$ cat config.mk
export PLATFORM = sky130hd
export DESIGN_NAME = issueunit_ls
export DESIGN_NICKNAME = d
export VERILOG_FILES = /design/src/rtl/issueunit_ls_pkg.sv /design/src/rtl/issueunit_ls_fifo.sv /design/src/rtl/issueunit_ls.sv
export SDC_FILE = /design/constraint.sdc
export NUM_CORES = 1
export LEC_CHECK = 0
export CAP_MARGIN = 20
export CORE_MARGIN = 8
export CORE_UTILIZATION = 30
export CTS_BUF_LIST = sky130_fd_sc_hd__clkbuf_8
export DETAILED_ROUTE_END_ITERATION = 7
export GPL_TIMING_DRIVEN = 0
export HOLD_SLACK_MARGIN = 0.1
export PLACE_DENSITY = 0.65
export SLEW_MARGIN = 5
export SYNTH_ARGS = -nofsm -noshare
export SYNTH_HDL_FRONTEND = slang
export SYNTH_HIERARCHICAL = 1
export SYNTH_SLANG_ARGS = --single-unit
export TNS_END_PERCENT = 10
$ cat constraint.sdc
create_clock -name clk -period 2.6 [get_ports clk]
set_clock_uncertainty 0.2 [all_clocks]
set_input_delay 0.26 -clock clk [delete_from_list [all_inputs] [get_ports clk]]
set_output_delay 0.26 -clock clk [all_outputs]
set_load 0.005 [all_outputs]
$ cat src/rtl/issueunit_ls_pkg.sv
// Shared types and constants for the load/store issue unit.
// Opcode encodings, FSM state encoding and an alignment helper.
package issueunit_ls_pkg;

  localparam logic ISSUELS_FUNC_LW = 1'b0;
  localparam logic ISSUELS_FUNC_SW = 1'b1;

  typedef enum logic {
    ST_IDLE = 1'b0,
    ST_MEM  = 1'b1
  } ls_state_e;

  function automatic logic is_misaligned(
    input logic [1:0] lsb
  );
    return lsb != 2'b00;
  endfunction

endpackage

$ cat src/rtl/issueunit_ls_fifo.sv
// lsresult_fifo: parameterised FIFO for load results awaiting the CDB.
// Ports: push/push_data in, pop in, pop_data (head, 0 when empty), count/full/empty out.
module lsresult_fifo #(
  parameter int DEPTH = 2,
  parameter int WIDTH = 38
) (
  input  logic             clk,
  input  logic             rst_n,
  input  logic             push,
  input  logic [WIDTH-1:0] push_data,
  input  logic             pop,
  output logic [WIDTH-1:0] pop_data,
  output logic [$clog2(DEPTH):0] count,
  output logic             full,
  output logic             empty
);

  localparam int PTR_W = $clog2(DEPTH);
  localparam int CNT_W = PTR_W + 1;

  logic [PTR_W-1:0] wr_ptr_q, wr_ptr_d;
  logic [PTR_W-1:0] rd_ptr_q, rd_ptr_d;
  logic [CNT_W-1:0] count_q, count_d;
  logic [WIDTH-1:0] mem_q [DEPTH];
  logic [WIDTH-1:0] mem_d [DEPTH];

  logic do_push;
  logic do_pop;

  assign empty = (count_q == '0);
  assign full  = (count_q == CNT_W'(DEPTH));
  assign count = count_q;

  // A grant on an empty buffer is dropped; a push into a full
  // buffer only lands if the head leaves on the same edge.
  assign do_pop  = pop & ~empty;
  assign do_push = push & (~full | do_pop);

  assign pop_data = empty ? '0 : mem_q[rd_ptr_q];

  always_comb begin
    mem_d    = mem_q;
    wr_ptr_d = wr_ptr_q;
    rd_ptr_d = rd_ptr_q;
    count_d  = count_q;
    if (do_push) begin
      mem_d[wr_ptr_q] = push_data;
      wr_ptr_d        = wr_ptr_q + PTR_W'(1);
    end
    if (do_pop) begin
      rd_ptr_d = rd_ptr_q + PTR_W'(1);
    end
    unique case ({do_push, do_pop})
      2'b10:   count_d = count_q + CNT_W'(1);
      2'b01:   count_d = count_q - CNT_W'(1);
      default: count_d = count_q;
    endcase
  end

  always_ff @(posedge clk or negedge rst_n) begin
    if (!rst_n) begin
      wr_ptr_q <= '0;
      rd_ptr_q <= '0;
      count_q  <= '0;
      for (int i = 0; i < DEPTH; i++) begin
        mem_q[i] <= '0;
      end
    end else begin
      wr_ptr_q <= wr_ptr_d;
      rd_ptr_q <= rd_ptr_d;
      count_q  <= count_d;
      mem_q    <= mem_d;
    end
  end

endmodule

$ cat src/rtl/issueunit_ls.sv
// Load/store issue unit: one data-memory access at a time, loads to CDB.
// Ports: issuels_* from LS queue, dmem_* to memory, lscdb_* to arbiter, status.
module issueunit_ls
  import issueunit_ls_pkg::*;
#(
  parameter int RESBUF_DEPTH = 2,
  parameter int TAG_W        = 6,
  parameter int DATA_W       = 32
) (
  input  logic              clk,
  input  logic              reset,
  input  logic              issuels_opcode,
  input  logic [TAG_W-1:0]  issuels_rttag,
  input  logic [DATA_W-1:0] issuels_addr,
  input  logic [DATA_W-1:0] issuels_data,
  input  logic              issuels_ready,
  output logic              issuels_done,
  output logic              dmem_req,
  output logic              dmem_we,
  output logic [DATA_W-1:0] dmem_addr,
  output logic [DATA_W-1:0] dmem_wdata,
  input  logic              dmem_ack,
  input  logic [DATA_W-1:0] dmem_rdata,
  output logic              lscdb_req,
  output logic [TAG_W-1:0]  lscdb_tag,
  output logic [DATA_W-1:0] lscdb_data,
  input  logic              lscdb_grant,
  output logic              ls_misalign,
  output logic              ls_busy
);

  localparam int ENT_W = TAG_W + DATA_W;
  localparam int CNT_W = $clog2(RESBUF_DEPTH) + 1;

  ls_state_e         state_q, state_d;
  logic              dmem_req_q, dmem_req_d;
  logic              dmem_we_q, dmem_we_d;
  logic [DATA_W-1:0] dmem_addr_q, dmem_addr_d;
  logic [DATA_W-1:0] dmem_wdata_q, dmem_wdata_d;
  logic [TAG_W-1:0]  rttag_q, rttag_d;
  logic              misalign_q, misalign_d;

  logic              fifo_push;
  logic [ENT_W-1:0]  fifo_wdata;
  logic [ENT_W-1:0]  fifo_head;
  logic [CNT_W-1:0]  fifo_count;
  logic              fifo_full;
  logic              fifo_empty;

  logic              is_store;
  logic              misal;

  assign is_store = (issuels_opcode == ISSUELS_FUNC_SW);
  assign misal    = is_misaligned(issuels_addr[1:0]);

  // Loads only need a slot because the FSM is the sole pusher; gating
  // with reset keeps the accept strobe low while held in reset.
  assign issuels_done = reset
                      & (state_q == ST_IDLE)
                      & issuels_ready
                      & (is_store | ~fifo_full);

  always_comb begin
    state_d      = state_q;
    dmem_req_d   = dmem_req_q;
    dmem_we_d    = dmem_we_q;
    dmem_addr_d  = dmem_addr_q;
    dmem_wdata_d = dmem_wdata_q;
    rttag_d      = rttag_q;
    misalign_d   = misalign_q;
    fifo_push    = 1'b0;
    fifo_wdata   = '0;
    unique case (state_q)
      ST_IDLE: begin
        if (issuels_done) begin
          if (misal) begin
            // No access; a load still returns a zero so its
            // consumers wake up.
            misalign_d = 1'b1;
            if (!is_store) begin
              fifo_push  = 1'b1;
              fifo_wdata = {issuels_rttag, {DATA_W{1'b0}}};
            end
          end else begin
            state_d      = ST_MEM;
            dmem_req_d   = 1'b1;
            dmem_we_d    = is_store;
            dmem_addr_d  = issuels_addr;
            dmem_wdata_d = issuels_data;
            rttag_d      = issuels_rttag;
          end
        end
      end
      ST_MEM: begin
        if (dmem_ack) begin
          state_d    = ST_IDLE;
          dmem_req_d = 1'b0;
          if (!dmem_we_q) begin
            fifo_push  = 1'b1;
            fifo_wdata = {rttag_q, dmem_rdata};
          end
        end
      end
      default: state_d = ST_IDLE;
    endcase
  end

  always_ff @(posedge clk or negedge reset) begin
    if (!reset) begin
      state_q      <= ST_IDLE;
      dmem_req_q   <= 1'b0;
      dmem_we_q    <= 1'b0;
      dmem_addr_q  <= '0;
      dmem_wdata_q <= '0;
      rttag_q      <= '0;
      misalign_q   <= 1'b0;
    end else begin
      state_q      <= state_d;
      dmem_req_q   <= dmem_req_d;
      dmem_we_q    <= dmem_we_d;
      dmem_addr_q  <= dmem_addr_d;
      dmem_wdata_q <= dmem_wdata_d;
      rttag_q      <= rttag_d;
      misalign_q   <= misalign_d;
    end
  end

  lsresult_fifo #(
    .DEPTH (RESBUF_DEPTH),
    .WIDTH (ENT_W)
  ) u_resbuf (
    .clk       (clk),
    .rst_n     (reset),
    .push      (fifo_push),
    .push_data (fifo_wdata),
    .pop       (lscdb_grant),
    .pop_data  (fifo_head),
    .count     (fifo_count),
    .full      (fifo_full),
    .empty     (fifo_empty)
  );

  assign dmem_req    = dmem_req_q;
  assign dmem_we     = dmem_we_q;
  assign dmem_addr   = dmem_addr_q;
  assign dmem_wdata  = dmem_wdata_q;
  assign lscdb_req   = ~fifo_empty;
  assign lscdb_tag   = fifo_head[ENT_W-1:DATA_W];
  assign lscdb_data  = fifo_head[DATA_W-1:0];
  assign ls_misalign = misalign_q;
  assign ls_busy     = (state_q != ST_IDLE) | (fifo_count != '0);

endmodule

### Word-level counts from Yosys, hierarchy flattened

Cells that the tools add are included.

* flip-flop bits (word level): 154
* input bits: 108
* output and inout port bits: 108
* word-level logic and storage cells: 75

* add/subtract/negate cells: 4
* $lt $le $gt $ge: 3
* equal/unequal tests: 6
* mux-type cells: 28
* bitwise logic cells: 14
* reductions and logical operators: 8

Operator list (count)
* 38-bit 2-to-1 mux: 10
* 76-bit bitwise mux: 1
* 38-bit case mux with 2 select lines: 1
* 38-bit demux with 1-bit select: 1
* 1-bit 2-to-1 mux: 11
* 3-bit AND reduction: 3
* 2-bit inequality test (second input constant): 3
* 1-bit case mux with 2 select lines: 3
* 2-bit nonzero test: 3
* 1-bit bitwise AND: 5
* 2-bit == test (second input constant): 2
* 2-bit greater-or-equal comparator (second input constant): 2
* 1-bit NOT: 4
* 1-bit NOT with 2-bit output: 2
* 2-bit case mux with 2 select lines: 1
* 1-bit bitwise OR: 3
* 1-bit adder (second input constant): 2
* 2-bit by 1-bit adder with 2-bit output (second input constant): 1
* 2-bit by 1-bit == test with 1-bit output (second input constant): 1
* 2-bit zero test: 1
* 2-bit by 1-bit < comparator with 1-bit output (second input constant): 1
* 2-bit by 1-bit subtractor with 2-bit output (second input constant): 1
* 1-bit logical AND: 1

### Depth between registers and ports, before layout

Gate-level depths: netlist (run 1).

* depth in word-level cells: 9
* mapped depth: 10
* depth with buffers taken out: 7

### Cells and area by module

The synthesis (run 1) kept the hierarchy.

Modules (own cells, without submodules)
* lsresult_fifo: instances 1, cells an instance 273, area an instance 3793.6 um^2, seq. area each 2001.9 um^2
* issueunit_ls: instances 1, cells an instance 211, area an instance 3062.9 um^2, seq. area each 1851.8 um^2

### Least setup slack after synthesis (run 1)

OpenSTA, ideal clock, no wires.

* path kind: register to register
* start point: register state_q
* end point: register u_resbuf/mem_q[38] (netlist bit)
* library setup time: 0.125 ns
* data arrival time: 2.208 ns
* data required time: 2.275 ns
* path slack: 0.067 ns
* stages on the path, launching flop included: 9
* path buffers: 3
* clock period less this slack: 2.533 ns
* cells stage by stage: dfrtp_1 > and3b_1 > nor4b_4 > or2_2 > clkbuf_1 > nor3b_2 > buf_6 > buf_6 > mux2_4

* word-level cells in the longest chain between the ends: 7
* elaborated cells between the ends (all ways): 10
* classes of those cells: mux (5); bitwise (5)

Ends and longest elaborated chain
* start, declared: line issueunit_ls.sv:35 `ls_state_e state_q, state_d;`
* start signal, assigned: line issueunit_ls.sv:118 `state_q <= state_d;`
* 1-bit NOT (no source line)
* 1-bit bitwise AND: line issueunit_ls.sv:59 `& (state_q == ST_IDLE)`
* 1-bit bitwise AND: line issueunit_ls.sv:60 `& issuels_ready`
* 1-bit bitwise AND: line issueunit_ls.sv:61 `& (is_store | ~fifo_full);`
* 1-bit 2-to-1 mux: line issueunit_ls.sv:75 `if (issuels_done) begin`
* 1-bit case mux with 2 select lines (*): line issueunit_ls.sv:73 `unique case (state_q)`
* net fifo_push: line issueunit_ls.sv:43 `logic fifo_push;`
* 1-bit bitwise AND (*): line issueunit_ls_fifo.sv:37 `assign do_push = push & (~full | do_pop);`
* end signal, assigned: line issueunit_ls_fifo.sv:72 `mem_q <= mem_d;`
* end, declared: line issueunit_ls_fifo.sv:24 `logic [WIDTH-1:0] mem_q [DEPTH];`

Mark *: on every way through the listed nets, which the timed path passes. The rest lies on a longest branch.
A chain may end at the register's enable or synchronous reset.

### Final worst setup path (run 1)

* start point: register u_resbuf.count_q[1] (netlist: u_resbuf/count[1])
* end point: register u_resbuf/mem_q[62] (netlist bit)

* word-level cells in the longest chain between the ends: 7
* elaborated cells between the ends (all ways): 14
* classes of those cells: eq/ne (1); mux (5); bitwise (7); reduce/logical (1)

Ends and longest elaborated chain
* start, declared: line issueunit_ls_fifo.sv:23 `logic [CNT_W-1:0] count_q, count_d;`
* start signal, assigned: line issueunit_ls_fifo.sv:71 `count_q <= count_d;`
* 2-bit == test: line issueunit_ls_fifo.sv:31 `assign full = (count_q == CNT_W'(DEPTH));`
* net fifo_full: line issueunit_ls.sv:47 `logic fifo_full;`
* 1-bit NOT: line issueunit_ls.sv:61
* 1-bit bitwise OR: line issueunit_ls.sv:61
* 1-bit bitwise AND: line issueunit_ls.sv:61
* 1-bit 2-to-1 mux: line issueunit_ls.sv:75
* 1-bit case mux with 2 select lines: line issueunit_ls.sv:73
* net fifo_push: line issueunit_ls.sv:43
* 1-bit bitwise AND: line issueunit_ls_fifo.sv:37

The timed path passes the listed nets, and every way through them passes these cells.

==> results.cfg, run 1 <==
[yosys]
synth_top_cell_by_area = dfrtp_1
synth_ff_type = dfrtp_1
syn_avg_cell_area_um2 = 14.2
synth-seq-cells = 154
ys_top_cells_by_area = dfrtp_1, mux2_1, mux2_4
synth-edff-count = 0
synth_cell_type_count = 30
syn_nets = 592
synth_area_um2 = 6860
synth_top_area_frac = 0.562
yosysSeqAreaShare = 0.562
syn_inst = 484
yosysWarnings = 6
synthArstFlopShare = 1.00

[floorplan]
io_pins = 216
rows = 55
die_h_um = 167
die_w_um = 167
fp.dieArea_um2 = 27900
initial_core_util = 0.304
coreArea_um2 = 22600

[sta]
rsz0062_at_grt = true
slew_violations = 0
finalSetupTns_ps = 0
max_freq_ghz = 0.400
finalHoldViolations = 0
maxSlewHeadroom = 0.711
setup_violations = 0
finalCritPeriodShare = 0.961
layout_min_cycle_time_ps = 2500
worst_slew_pin_slew_ps = 434

[power_and_ir_drop]
p_per_area_nw_per_um2 = 701
max-vdd-ir-drop_mv = 0.313
p_leak_nw = 4.55

[detailed_routing]
drc_errors = 0
wl_um = 18500
route.vias.total = 4578
via_per_inst = 4.48
ant_nets = 0
dr.first_iter.drc_count = 153
dr.pass1.iters = 4
wl_per_cell_um = 18.1

[worst_setup_path]
crit_type = reg -> reg
cp.required_ps = 2720
cp_cell_sequence = inv_1 > nor2_4 > nor4b_4 > or2_4 > nor3b_2 > buf_6 > buf_6 > mux2_4
crit_buf_inv = 3
worstSetupEndpointType = flip-flop
critPathMaxStageDelay_ps = 480
reg2regPathDepth = 8
cpMostUsedCell = buf_6
rr_endpoint = u_resbuf/mem_q[62]$_DFFE_PN0P_
cp_top_family = simple AND/OR/NAND/NOR gates
critPathArrivalTime_ps = 2620
crit_cells = 8
r2r_setup_slack_ps = 100
rr_startpoint = u_resbuf/count[1]$_DFFE_PN0P_
critPathLaunchType = flip-flop
cp_max_fo = 10
slowest_stage = dfrtp_2

[final_layout]
layoutNonFillerInstCount = 1022
insertedDiodeCount = 0
multi_input_area_um2 = 2830
area_delta_synth_final_pct = 45.5
layout_commonest_cell = clkdlybuf4s50_1
final_cell_mix = clkdlybuf4s50_1, dfrtp_1, mux2_1
regArea_um2 = 3850
drive_above_1_share = 0.209
num-fill-cells = 2114
final_nets = 832

[hold_path]
whs_endpoint = dmem_addr[2]$_DFFE_PN0P_
min_path_cells = 2
min_from = issuels_addr[2]
hp-class = in -> reg

[place]
routabilityCongestion = 0.728
io_buffers = 215
dpl.cell_count = 985
post-dp-hpwl_um = 13200

[global_routing]
grt_max_degree = 75
gr-usage-all-layers = 0.135
antenna_found_initial = 2
grt-ovfl-total = 0
grt_pass1_wl_um = 29600
grt_pass1_vias = 5190

[clocking]
cts_buffers = 17
cts_buffer_depth = 2
htree_levels = 4
cts_tree = yes
clk_pin_slew_ps = 100
clock-sinks = 154
root_buffer = clkbuf_8
clk_latency_ps = 450

[job]
maxCapViolCount = 0

[run_status]
outcome = finished, final reports clean
## flip-flops by register name, indices dropped and copies added, names as in the netlist
| register | cells |
|---|---|
| u_resbuf/wr_ptr_q | 1 |
| u_resbuf/count | 2 |
| dmem_req | 1 |
| dmem_wdata | 32 |
| rttag_q | 6 |
| state_q | 1 |
| dmem_we | 1 |
| dmem_addr | 32 |
| ls_misalign | 1 |
| u_resbuf/mem_q | 76 |
| u_resbuf/rd_ptr_q | 1 |
## cells in the mapped netlist, types with 3 or more instances
library cell and instances:
buf_2 16, mux2_1 66, a22o_1 6, mux2i_1 38
inv_1 4, dfrtp_1 154, buf_6 6, mux2_2 39
and2_1 34, mux2_4 40, nor2_1 43, nand2_1 6
o21ai_0 3, clkbuf_1 7, nand2b_1 3
## metrics by stage
step                worst slack, ps  cell area, µm²  power (mW)  hold WS [ps]  utilization
detailed placement            -1280            9400        5.15          70.9        0.416
CTS                           -29.4            9930        7.11           139        0.440
floorplan                      67.2            6860        3.98          -236            -
global route                  -27.3            9980        7.39           142        0.442
finish                          103            9980        6.99           189        0.442
global placement              -6710            9370        5.13           263        0.415
## layout make-up
type / count / share of cell area
plain buffers: 29 / 0.0226
clock buffers: 18 / 0.0248
clock inverters: 14 / 0.0137
inverters: 4 / 0.00150
multi-input cells: 296 / 0.284
flip-flops and latches: 154 / 0.386
well taps: 285 / 0.0357
repair buffers: 222 / 0.232
## how the worst max path moves through the flow
stage	from	to	slack, ps
after floorplan	state_q$_DFF_PN0_	u_resbuf/mem_q[38]$_DFFE_PN0P_	70
after global placement	reset	u_resbuf/mem_q[66]$_DFFE_PN0P_	-6710
after detailed placement	reset	u_resbuf/mem_q[66]$_DFFE_PN0P_	-1280
after CTS	u_resbuf/count[0]$_DFFE_PN0P_	lscdb_data[6]	-30
after global routing	u_resbuf/rd_ptr_q$_DFFE_PN0P_	lscdb_data[6]	-30
final	u_resbuf/count[1]$_DFFE_PN0P_	u_resbuf/mem_q[62]$_DFFE_PN0P_	100
## layer usage
layer / wire, µm / part of all wire / GRT usage
met1: 7950 / 0.43 / 0.158
met4: 201 / 0.011 / 0.0396
met3: 1850 / 0.10 / 0.0689
met5: 9 / 0.00049 / 0
met2: 8510 / 0.46 / 0.214
## power breakdown
group          internal [mW]  switching [mW]  total, mW  leakage, nW
registers               2.81           0.227       3.03         2.00
clock network          0.802            1.01       1.81        0.186
logic                   1.29           0.857       2.15         2.37
## kinds of logic after synthesis
| family | Yosys count | share of synthesized area |
|---|---|---|
| buf+inv | 34 | 0.0281 |
| simple gates | 96 | 0.0761 |
| mux | 183 | 0.316 |
| flops | 154 | 0.562 |
| compound gates | 14 | 0.0144 |
| xor+xnor | 3 | 0.00383 |
## repair_timing
action | in CTS | in global routing
gates cloned | 1 | 0
pin swaps | 0 | 1
endpoints found under the hold margin | 154 | 0
gates resized for setup | 19 | 18
hold buffers | 4 | 0
endpoints found under the setup margin | 119 | 86
setup buffers | 1 | 0
## worst reg2reg max path, delay by kind of cell, from the launching register on
family / cells / cell delay, ps
muxes: 1 / 320
and+or+nand+nor: 4 / 820
DFF: 1 / 480
buffers and inverters: 3 / 560
(Power assumes the default switching activity.)
==> inputs of run 2 (changes only) <==
- CORE_UTILIZATION: 30 -> 44
- PLACE_DENSITY: 0.65 -> 0.86
==> run 2 against run 1 <==
Critical path depth decreased by 2. Non-clock buffer count grew 8. Routed wire length down 2.4%. Utilization grew 22 points. Cell area grew 0.19%. Combinational power up 3%. Sequential share of layout area shrank 0.073 points. Sequential cell count unchanged. Largest power group unchanged.
==> results.cfg, run 2 (synthesis gave the netlist of run 1 again) <==
[run_status]
outcome = finished, final reports clean

[place]
post-dp-hpwl_um = 13000
dpl.cell_count = 888
io_buffers = 215
routabilityCongestion = 0.775
pre_cts_ws_ps = -1210

[floorplan]
io_pins = 216
fp.dieArea_um2 = 19800
die_h_um = 141
die_w_um = 141
rows = 45
initial_core_util = 0.451
coreArea_um2 = 15200

[sta]
finalHoldViolations = 0
max_freq_ghz = 0.401
worst_slew_pin_slew_ps = 421
layout_min_cycle_time_ps = 2490
timing.final.ws_setup_ps = 109
maxSlewHeadroom = 0.720
slew_violations = 0
finalSetupTns_ps = 0
finalCritPeriodShare = 0.958
setup_violations = 0
rsz0062_at_grt = false

[worst_setup_path]
cp_cell_sequence = clkbuf_2 > buf_6 > buf_6 > mux2i_1 > nor2_1 > clkdlybuf4s50_1
cp_top_family = buffers and inverters
cp.required_ps = 2140
critPathLaunchType = flip-flop
cpMostUsedCell = buf_6
critPathArrivalTime_ps = 2030
critPathMaxStageDelay_ps = 540
crit_type = reg -> out
crit_buf_inv = 4
worstSetupEndpointType = primary output
cp_max_fo = 10
slowest_stage = clkdlybuf4s50_1

[detailed_routing]
via_per_inst = 4.93
drc_errors = 0
wl_um = 18100
route.vias.total = 4604
ant_nets = 0
dr.first_iter.drc_count = 161
wl_per_cell_um = 19.4
dr.pass1.iters = 6

[final_layout]
num-fill-cells = 1080
fin_util = 0.658
largest_reg_flops = 76
multi_input_area_um2 = 2830
regArea_um2 = 3850
insertedDiodeCount = 0
drive_above_1_share = 0.216
final_nets = 840
area_delta_synth_final_pct = 45.8
largest_register = u_resbuf/mem_q
final_cell_mix = clkdlybuf4s50_1, dfrtp_1, mux2_1
layout_commonest_cell = clkdlybuf4s50_1
layoutNonFillerInstCount = 933

[global_routing]
grt_pass1_wl_um = 28500
grt_pass1_vias = 5192
antenna_found_initial = 1
gr-usage-all-layers = 0.185
grt-ovfl-total = 0
grt_max_degree = 63

[clocking]
cts_buffers = 17
clock-sinks = 154
cts_tree = yes
clk_latency_ps = 430
htree_levels = 4
clk_pin_slew_ps = 90
root_buffer = clkbuf_8
cts_buffer_depth = 2

[power_and_ir_drop]
max-vdd-ir-drop_mv = 0.414
p_leak_nw = 4.53
power_mw = 7.26
p_per_area_nw_per_um2 = 726

[hold_path]
hp-class = in -> reg

[job]
maxCapViolCount = 0
run 2: worst register-to-register path, delay by kind of cell (launching register included):
family	cells	cell delay, ps
simple gates	5	980
buf+inv	2	410
flops	1	430
mux	1	320
run 2: routing by layer:
layer  track usage  share of wire
met3        0.0945           0.10
met2         0.309           0.49
met1         0.203           0.39
met4        0.0515          0.012
met5             0        0.00055
run 2: repair_timing:
item	4_1_cts	5_1_grt
hold endpoints to repair	154	0
cloned	1	0
gates resized for setup	15	12
setup buffers	1	6
setup endpoints to repair	110	31
hold buffers	6	0
run 2: layout make-up:
| class | count | area share |
|---|---|---|
| multi-input cells | 296 | 0.283 |
| clock inverters | 14 | 0.0198 |
| flip-flops and latches | 154 | 0.386 |
| inverters | 4 | 0.00150 |
| repair buffers | 230 | 0.241 |
| well taps | 188 | 0.0235 |
| plain buffers | 29 | 0.0214 |
| clock buffers | 18 | 0.0248 |
run 2: stage by stage:
step | area, µm² | hold slack [ps]
5_1_grt | 10000 | 175
2_1_floorplan | 6860 | -236
6_report | 10000 | 199
3_5_place_dp | 9270 | 88.8
4_1_cts | 9930 | 173
3_3_place_gp | 9240 | 260
run 2: path summary, 6_finish.rpt:
kind	cells past startpoint	start	slack, ps	endpoint
max in group asynchronous	5	reset	1280	u_resbuf/mem_q[1]$_DFFE_PN0P_
max reg2reg	8	state_q$_DFF_PN0_	160	u_resbuf/mem_q[28]$_DFFE_PN0P_
min	2	issuels_data[25]	200	dmem_wdata[25]$_DFFE_PN0P_
min in group asynchronous	6	reset	500	u_resbuf/mem_q[39]$_DFFE_PN0P_
min reg2reg	1	ls_misalign$_DFFE_PN0P_	280	ls_misalign$_DFFE_PN0P_
max	6	u_resbuf/rd_ptr_q$_DFFE_PN0P_	110	lscdb_data[19]
run 2: power by group:
| group | internal (mW) | switching, mW | leakage [nW] |
|---|---|---|---|
| clock network | 1.08 | 0.920 | 0.213 |
| logic | 1.35 | 0.873 | 2.33 |
| registers | 2.81 | 0.239 | 2.00 |
| total | 5.23 | 2.03 | 4.53 |
